$ cat src/rtl/mult_pkg.sv
// Shared definitions for the multiplication-table sequencer: FSM encoding and
// legal parameter limits.
package mult_pkg;

    localparam int unsigned WMin   = 2;
    localparam int unsigned WMax   = 16;
    localparam int unsigned LatMin = 1;
    localparam int unsigned LatMax = 8;

    typedef enum logic [1:0] {
        StIdle  = 2'd0,
        StRun   = 2'd1,
        StDrain = 2'd2,
        StDone  = 2'd3
    } state_e;

endpackage

$ cat src/rtl/mult_pipe.sv
// LAT-stage unsigned multiplier; operands and the last flag ride alongside the
// product so every output stays aligned. Stages advance only when en=1.
module mult_pipe
    import mult_pkg::*;
#(
    parameter int unsigned W   = 8,
    parameter int unsigned LAT = 3
) (
    input  logic           clk,
    input  logic           rst,
    input  logic           en,
    input  logic           flush,
    input  logic           in_valid,
    input  logic [W-1:0]   in_a,
    input  logic [W-1:0]   in_b,
    input  logic           in_last,
    output logic           out_valid,
    output logic [W-1:0]   out_a,
    output logic [W-1:0]   out_b,
    output logic [2*W-1:0] out_p,
    output logic           out_last
);

    logic [LAT-1:0] vld_q;
    logic [LAT-1:0] last_q;
    logic [W-1:0]   a_q [LAT];
    logic [W-1:0]   b_q [LAT];
    logic [2*W-1:0] p_q [LAT];

    always_ff @(posedge clk or negedge rst) begin
        if (!rst) begin
            vld_q  <= '0;
            last_q <= '0;
            for (int i = 0; i < LAT; i++) begin
                a_q[i] <= '0;
                b_q[i] <= '0;
                p_q[i] <= '0;
            end
        end else if (flush) begin
            vld_q  <= '0;
            last_q <= '0;
        end else if (en) begin
            vld_q[0]  <= in_valid;
            last_q[0] <= in_valid & in_last;
            a_q[0]    <= in_a;
            b_q[0]    <= in_b;
            p_q[0]    <= (2*W)'(in_a) * (2*W)'(in_b);
            for (int i = 1; i < LAT; i++) begin
                vld_q[i]  <= vld_q[i-1];
                last_q[i] <= last_q[i-1];
                a_q[i]    <= a_q[i-1];
                b_q[i]    <= b_q[i-1];
                p_q[i]    <= p_q[i-1];
            end
        end
    end

    assign out_valid = vld_q[LAT-1];
    assign out_last  = last_q[LAT-1];
    assign out_a     = a_q[LAT-1];
    assign out_b     = b_q[LAT-1];
    assign out_p     = p_q[LAT-1];

endmodule

$ cat src/rtl/mult_table_seq.sv
// Walks a 2-D operand range (a inner, b outer) through a pipelined multiplier
// with ready/valid backpressure, counting accepted products.
module mult_table_seq
    import mult_pkg::*;
#(
    parameter int unsigned W   = 8,
    parameter int unsigned LAT = 3
) (
    input  logic           clk,
    input  logic           rst,
    input  logic           start,
    input  logic           abort,
    input  logic [W-1:0]   a_lo,
    input  logic [W-1:0]   a_hi,
    input  logic [W-1:0]   b_lo,
    input  logic [W-1:0]   b_hi,
    input  logic           out_ready,
    output logic           out_valid,
    output logic [W-1:0]   out_a,
    output logic [W-1:0]   out_b,
    output logic [2*W-1:0] out_p,
    output logic           out_last,
    output logic           busy,
    output logic           done,
    output logic           err,
    output logic [2*W:0]   count
);

    if (W < WMin || W > WMax || LAT < LatMin || LAT > LatMax) begin : g_param_err
        $error("mult_table_seq: W or LAT outside legal range");
    end

    state_e       state_q;
    logic [W-1:0] a_lo_q, a_hi_q, b_lo_q, b_hi_q;
    logic [W-1:0] a_cnt_q, b_cnt_q;
    logic         busy_q, done_q, err_q;
    logic [2*W:0] count_q;

    logic en, issue_last, accept, flush;

    assign en         = !(out_valid && !out_ready);
    assign issue_last = (a_cnt_q == a_hi_q) && (b_cnt_q == b_hi_q);
    assign accept     = out_valid && out_ready;
    assign flush      = abort && (state_q != StIdle);

    mult_pipe #(
        .W   (W),
        .LAT (LAT)
    ) u_pipe (
        .clk       (clk),
        .rst       (rst),
        .en        (en),
        .flush     (flush),
        .in_valid  (state_q == StRun),
        .in_a      (a_cnt_q),
        .in_b      (b_cnt_q),
        .in_last   (issue_last),
        .out_valid (out_valid),
        .out_a     (out_a),
        .out_b     (out_b),
        .out_p     (out_p),
        .out_last  (out_last)
    );

    always_ff @(posedge clk or negedge rst) begin
        if (!rst) begin
            state_q <= StIdle;
            a_lo_q  <= '0;
            a_hi_q  <= '0;
            b_lo_q  <= '0;
            b_hi_q  <= '0;
            a_cnt_q <= '0;
            b_cnt_q <= '0;
            busy_q  <= 1'b0;
            done_q  <= 1'b0;
            err_q   <= 1'b0;
            count_q <= '0;
        end else begin
            done_q <= 1'b0;
            err_q  <= 1'b0;
            // Abort wins over acceptance, so an aborted product is never counted.
            if (accept && !flush) begin
                count_q <= count_q + (2*W+1)'(1);
            end
            if (flush) begin
                state_q <= StIdle;
                busy_q  <= 1'b0;
            end else begin
                case (state_q)
                    StIdle: begin
                        if (start) begin
                            if (a_lo <= a_hi && b_lo <= b_hi) begin
                                a_lo_q  <= a_lo;
                                a_hi_q  <= a_hi;
                                b_lo_q  <= b_lo;
                                b_hi_q  <= b_hi;
                                a_cnt_q <= a_lo;
                                b_cnt_q <= b_lo;
                                count_q <= '0;
                                busy_q  <= 1'b1;
                                state_q <= StRun;
                            end else begin
                                err_q <= 1'b1;
                            end
                        end
                    end
                    StRun: begin
                        if (en) begin
                            if (issue_last) begin
                                state_q <= StDrain;
                            end else if (a_cnt_q == a_hi_q) begin
                                a_cnt_q <= a_lo_q;
                                b_cnt_q <= b_cnt_q + W'(1);
                            end else begin
                                a_cnt_q <= a_cnt_q + W'(1);
                            end
                        end
                    end
                    StDrain: begin
                        if (accept && out_last) begin
                            state_q <= StDone;
                            busy_q  <= 1'b0;
                            done_q  <= 1'b1;
                        end
                    end
                    StDone: begin
                        state_q <= StIdle;
                    end
                    default: state_q <= StIdle;
                endcase
            end
        end
    end

    assign busy  = busy_q;
    assign done  = done_q;
    assign err   = err_q;
    assign count = count_q;

endmodule

$ cat config.mk
export PLATFORM = sky130hd
export DESIGN_NAME = mult_table_seq
export DESIGN_NICKNAME = d
export VERILOG_FILES = /design/src/rtl/mult_pkg.sv /design/src/rtl/mult_pipe.sv /design/src/rtl/mult_table_seq.sv
export SDC_FILE = /design/constraint.sdc
export NUM_CORES = 1
export LEC_CHECK = 0
export CAP_MARGIN = 20
export CORE_ASPECT_RATIO = 1.5
export CORE_MARGIN = 10
export CORE_UTILIZATION = 53
export DETAILED_ROUTE_END_ITERATION = 10
export GPL_ROUTABILITY_DRIVEN = 0
export PLACE_DENSITY = 0.87
export SETUP_SLACK_MARGIN = 0.15
export SYNTH_ARGS = -nofsm -noshare
export SYNTH_HDL_FRONTEND = slang
export SYNTH_HIERARCHICAL = 1
export SYNTH_SLANG_ARGS = --single-unit
export TNS_END_PERCENT = 100
$ cat constraint.sdc
create_clock -name clk -period 4.55 [get_ports clk]
set_input_delay 0.91 -clock clk [delete_from_list [all_inputs] [get_ports clk]]
set_output_delay 0.91 -clock clk [all_outputs]
set_load 0.005 [all_outputs]
==> results.sh <==
export IMPL_status="finished, final reports clean"
export IMPL_die_h_um=186.5
export IMPL_hpwl_um=16250
export IMPL_worstSkewPairLatency_ns=0.45
export IMPL_gate_count_after_technology_mapping=1073
export IMPL_finalHoldViolations=0
export IMPL_n_antenna_cell=0
export IMPL_io_buffers=90
export IMPL_worst_path_max_fanout=9
export IMPL_final_common_cell="sky130_fd_sc_hd__nand2_1"
export IMPL_crit_path_top_delay_cell="sky130_fd_sc_hd__fa_1"
export IMPL_design_core_area_sq_mm=0.01809
export IMPL_met1_usage_pct=20.05
export IMPL_timing_final_crit_period_ns=4.378
export IMPL_min_from="u_pipe/p_q[23]$_DFFE_PN0P_"
export IMPL_clock_sink_count=164
export IMPL_timing_final_setup_violations=0
export IMPL_worst_clock_skew_ns=0.009901
export IMPL_clockRootBuffer="sky130_fd_sc_hd__clkbuf_16"
export IMPL_flow_area_growth_from_synthesis_pct=17.84
export IMPL_crit_top_cell="sky130_fd_sc_hd__fa_1"
export IMPL_postCtsHoldBufs=0
export IMPL_min_path_cells=2
export IMPL_synth_sequential_area_ratio_pct=41.90
export IMPL_grt_setup_unrepaired="yes"
export IMPL_maxCapViolCount=0
export IMPL_worstReg2RegStart="b_cnt_q[3]$_DFFE_PN0P_"
export IMPL_cts_made_buffers=17
export IMPL_initial_utilization_pct=54.14
export IMPL_min_delay_worst_type="register to register"
export IMPL_ioPinCount=91
export IMPL_period_share_pct=96.21
export IMPL_syn_area_sq_mm=0.009796
export IMPL_crit_reg2reg_capture="u_pipe/p_q[46]$_DFFE_PN0P_"
export IMPL_clock_tree_htree_level_count=4
export IMPL_grt_met2_usage_pct=32.74
export IMPL_whs_endpoint="u_pipe/out_p[7]$_DFFE_PN0P_"
export IMPL_route_detailed_vias_per_inst=5.345
export IMPL_regToRegSetupSlack_ns=0.17
export IMPL_type_of_origin_of_the_critical_path="register"
export IMPL_worst_path_largest_cell_delay_ns=0.55
export IMPL_antenna_violating_nets_remaining=0
export IMPL_clockBufferDepth=2
export IMPL_postSynth_topFlopCell="sky130_fd_sc_hd__dfrtp_1"
export IMPL_overflow=0
export IMPL_clock_slew_seen_by_the_registers_of_the_worst_setup_and_hold_paths_ns=0.07
export IMPL_top_usage_layer="met2"
export IMPL_slew_headroom_pct=33.87
export IMPL_drt_initial_drc_count=640
export IMPL_ys_seq_elements=164
export IMPL_route_detailed_wl_per_inst_um=16.01
export IMPL_syn_nets=1204
export IMPL_finalNetCount=1273
export IMPL_crit_required_ns=4.92
export IMPL_synth_distinct_cells=53
export IMPL_report_final_slew_viol_count=0
export IMPL_fp_dieArea_sq_mm=0.02443
export IMPL_proportion_of_layout_cells_with_a_drive_suffix_above_1_pct=9.879
export IMPL_worst_margin_pin_slew_ns=0.9920
export IMPL_fillCellCount=1413
export IMPL_die_w_um=131
export IMPL_vias=7493
export IMPL_critPathArrivalTime_ns=4.75
export IMPL_critical_path_endpoint_type="register"
export IMPL_grt_pass1_wl_um=36600
export IMPL_grt_antenna_before_repair=0
export IMPL_timing_reg2reg_worst_path_depth=14
export IMPL_max_clock_freq_mhz=228.4
export IMPL_finalWirelength_um=22450
export IMPL_critPathKind="register to register"
export IMPL_setup_tns_final_ns=0
export IMPL_dr_pass1_iters=5
export IMPL_drc=0
export IMPL_grt_util_all_layers_pct=18.62
export IMPL_maximum_number_of_pins_on_one_net_before_global_route_repair=111
export IMPL_timing_critical_path_cells="buf_6 -> and2_1 -> fa_1 -> fa_1 -> fa_1 -> inv_1 -> fa_1 -> inv_1 -> ha_4 -> a21o_1 -> a21o_1 -> o2111ai_2 -> or4_1 -> nand3_1"
export IMPL_asyncSetResetFlopFracSynth_pct=100.0
export IMPL_cts_tree="yes"
export IMPL_use_met3_pct=4.308
export IMPL_synth_warning_count=6
export IMPL_mostFrequentLayoutCells="sky130_fd_sc_hd__nand2_1, sky130_fd_sc_hd__dfrtp_1, sky130_fd_sc_hd__clkdlybuf4s50_1"
export IMPL_floorplan_rows=60
export IMPL_via_count_of_the_first_global_routing_pass=7672
export IMPL_synth_edf_count=0
export IMPL_synth_avg_cell_area_sq_um=9.129
## logic make-up (layout without fill, tap and decap cells)
group	Yosys count	in the layout	share of synthesized area (%)
compound gates	117	117	7.178
flops	164	164	41.90
simple gates	479	479	21.70
fa+ha+maj	94	94	14.77
xor+xnor	51	51	4.560
buf+inv	140	221	6.795
mux	28	28	3.104
## per-layer routing
layer / up-vias / routed length [um]
met2: 232 / 11760
met1: 3607 / 8526
met4: 0 / 1011
met3: 84 / 1151
li1: 3570 / -
met5: - / 0
## state kept, by name (all words and copies together), names as in the netlist, 8 cells and up
register,count
a_cnt_q,8
a_hi_q,8
a_lo_q,8
b_cnt_q,8
b_hi_q,8
count,17
u_pipe/a_q,16
u_pipe/b_q,16
u_pipe/out_a,8
u_pipe/out_b,8
u_pipe/out_p,16
u_pipe/p_q,32
## cell usage after synthesis (10+ instances only)
cell type | instances | area share, %
sky130_fd_sc_hd__buf_4 | 32 | 2.5
sky130_fd_sc_hd__xor2_1 | 32 | 2.9
sky130_fd_sc_hd__nand2_1 | 313 | 12
sky130_fd_sc_hd__a21oi_1 | 37 | 1.9
sky130_fd_sc_hd__nand3_1 | 22 | 1.1
sky130_fd_sc_hd__ha_1 | 58 | 7.4
sky130_fd_sc_hd__fa_1 | 36 | 7.4
sky130_fd_sc_hd__nor2_1 | 45 | 1.7
sky130_fd_sc_hd__buf_2 | 10 | 0.51
sky130_fd_sc_hd__xnor2_1 | 19 | 1.7
sky130_fd_sc_hd__mux2_2 | 12 | 1.4
sky130_fd_sc_hd__nand4_1 | 13 | 0.83
sky130_fd_sc_hd__inv_1 | 69 | 2.6
sky130_fd_sc_hd__o21ai_0 | 42 | 2.1
sky130_fd_sc_hd__clkbuf_1 | 20 | 0.77
sky130_fd_sc_hd__and2_1 | 49 | 3.1
sky130_fd_sc_hd__dfrtp_1 | 164 | 42
## critical path, delay by kind of cell (launching register included)
family / cells / cell delay, ns
AOI/OAI and AO/OA: 3 / 0.44
adders and majority gates: 5 / 2.38
buffers and inverters: 3 / 0.29
DFF: 1 / 0.45
and+or+nand+nor: 3 / 0.75
## layout make-up
| class | instances | area [sq um] | area share (%) |
|---|---|---|---|
| timing repair buffer | 120 | 1151 | 9.972 |
| multi-input combinational | 769 | 5120 | 44.35 |
| sequential | 164 | 4116 | 35.66 |
| clock inverter | 11 | 116.4 | 1.008 |
| clock buffer | 20 | 466.7 | 4.043 |
| tap | 248 | 310.3 | 2.688 |
| inverter | 70 | 262.8 | 2.276 |
## what timing repair did
item	4_1_cts	5_1_grt
pin swaps	1	12
setup endpoints to repair	1	6
buffers inserted	0	6
resized for setup	2	25
## per-stage QoR
step | cell area, sq um | hold WS (ns) | std cells | util (%) | worst slack [ns]
floorplan | 9796 | 0.4386 | 1073 | - | 0.2611
CTS | 11410 | 0.4624 | 1396 | 63.06 | 0.1559
global route | 11540 | 0.4875 | 1402 | 63.80 | 0.09207
finish | 11540 | 0.4612 | 1402 | 63.80 | 0.1724
detailed placement | 10810 | 0.4503 | 1365 | 59.76 | 0.1324
global placement | 10810 | 0.4463 | 1365 | 59.76 | 0.2534
## worst max-delay path by stage
stage | from | endpoint | slack, ns | cells past startpoint
floorplan | b_cnt_q[7]$_DFFE_PN0P_ | u_pipe/p_q[47]$_DFFE_PN0P_ | 0.26 | 15
global placement | b_cnt_q[4]$_DFFE_PN0P_ | u_pipe/p_q[47]$_DFFE_PN0P_ | 0.25 | 15
detailed placement | a_cnt_q[4]$_DFFE_PN0P_ | u_pipe/p_q[46]$_DFFE_PN0P_ | 0.13 | 15
CTS | a_cnt_q[2]$_DFFE_PN0P_ | u_pipe/p_q[47]$_DFFE_PN0P_ | 0.16 | 12
global route | b_cnt_q[3]$_DFFE_PN0P_ | u_pipe/p_q[46]$_DFFE_PN0P_ | 0.09 | 14
finish | b_cnt_q[3]$_DFFE_PN0P_ | u_pipe/p_q[46]$_DFFE_PN0P_ | 0.17 | 14
Power is not shown: default switching activity piles up to over one toggle a cycle in this logic, so the estimate is an artifact.
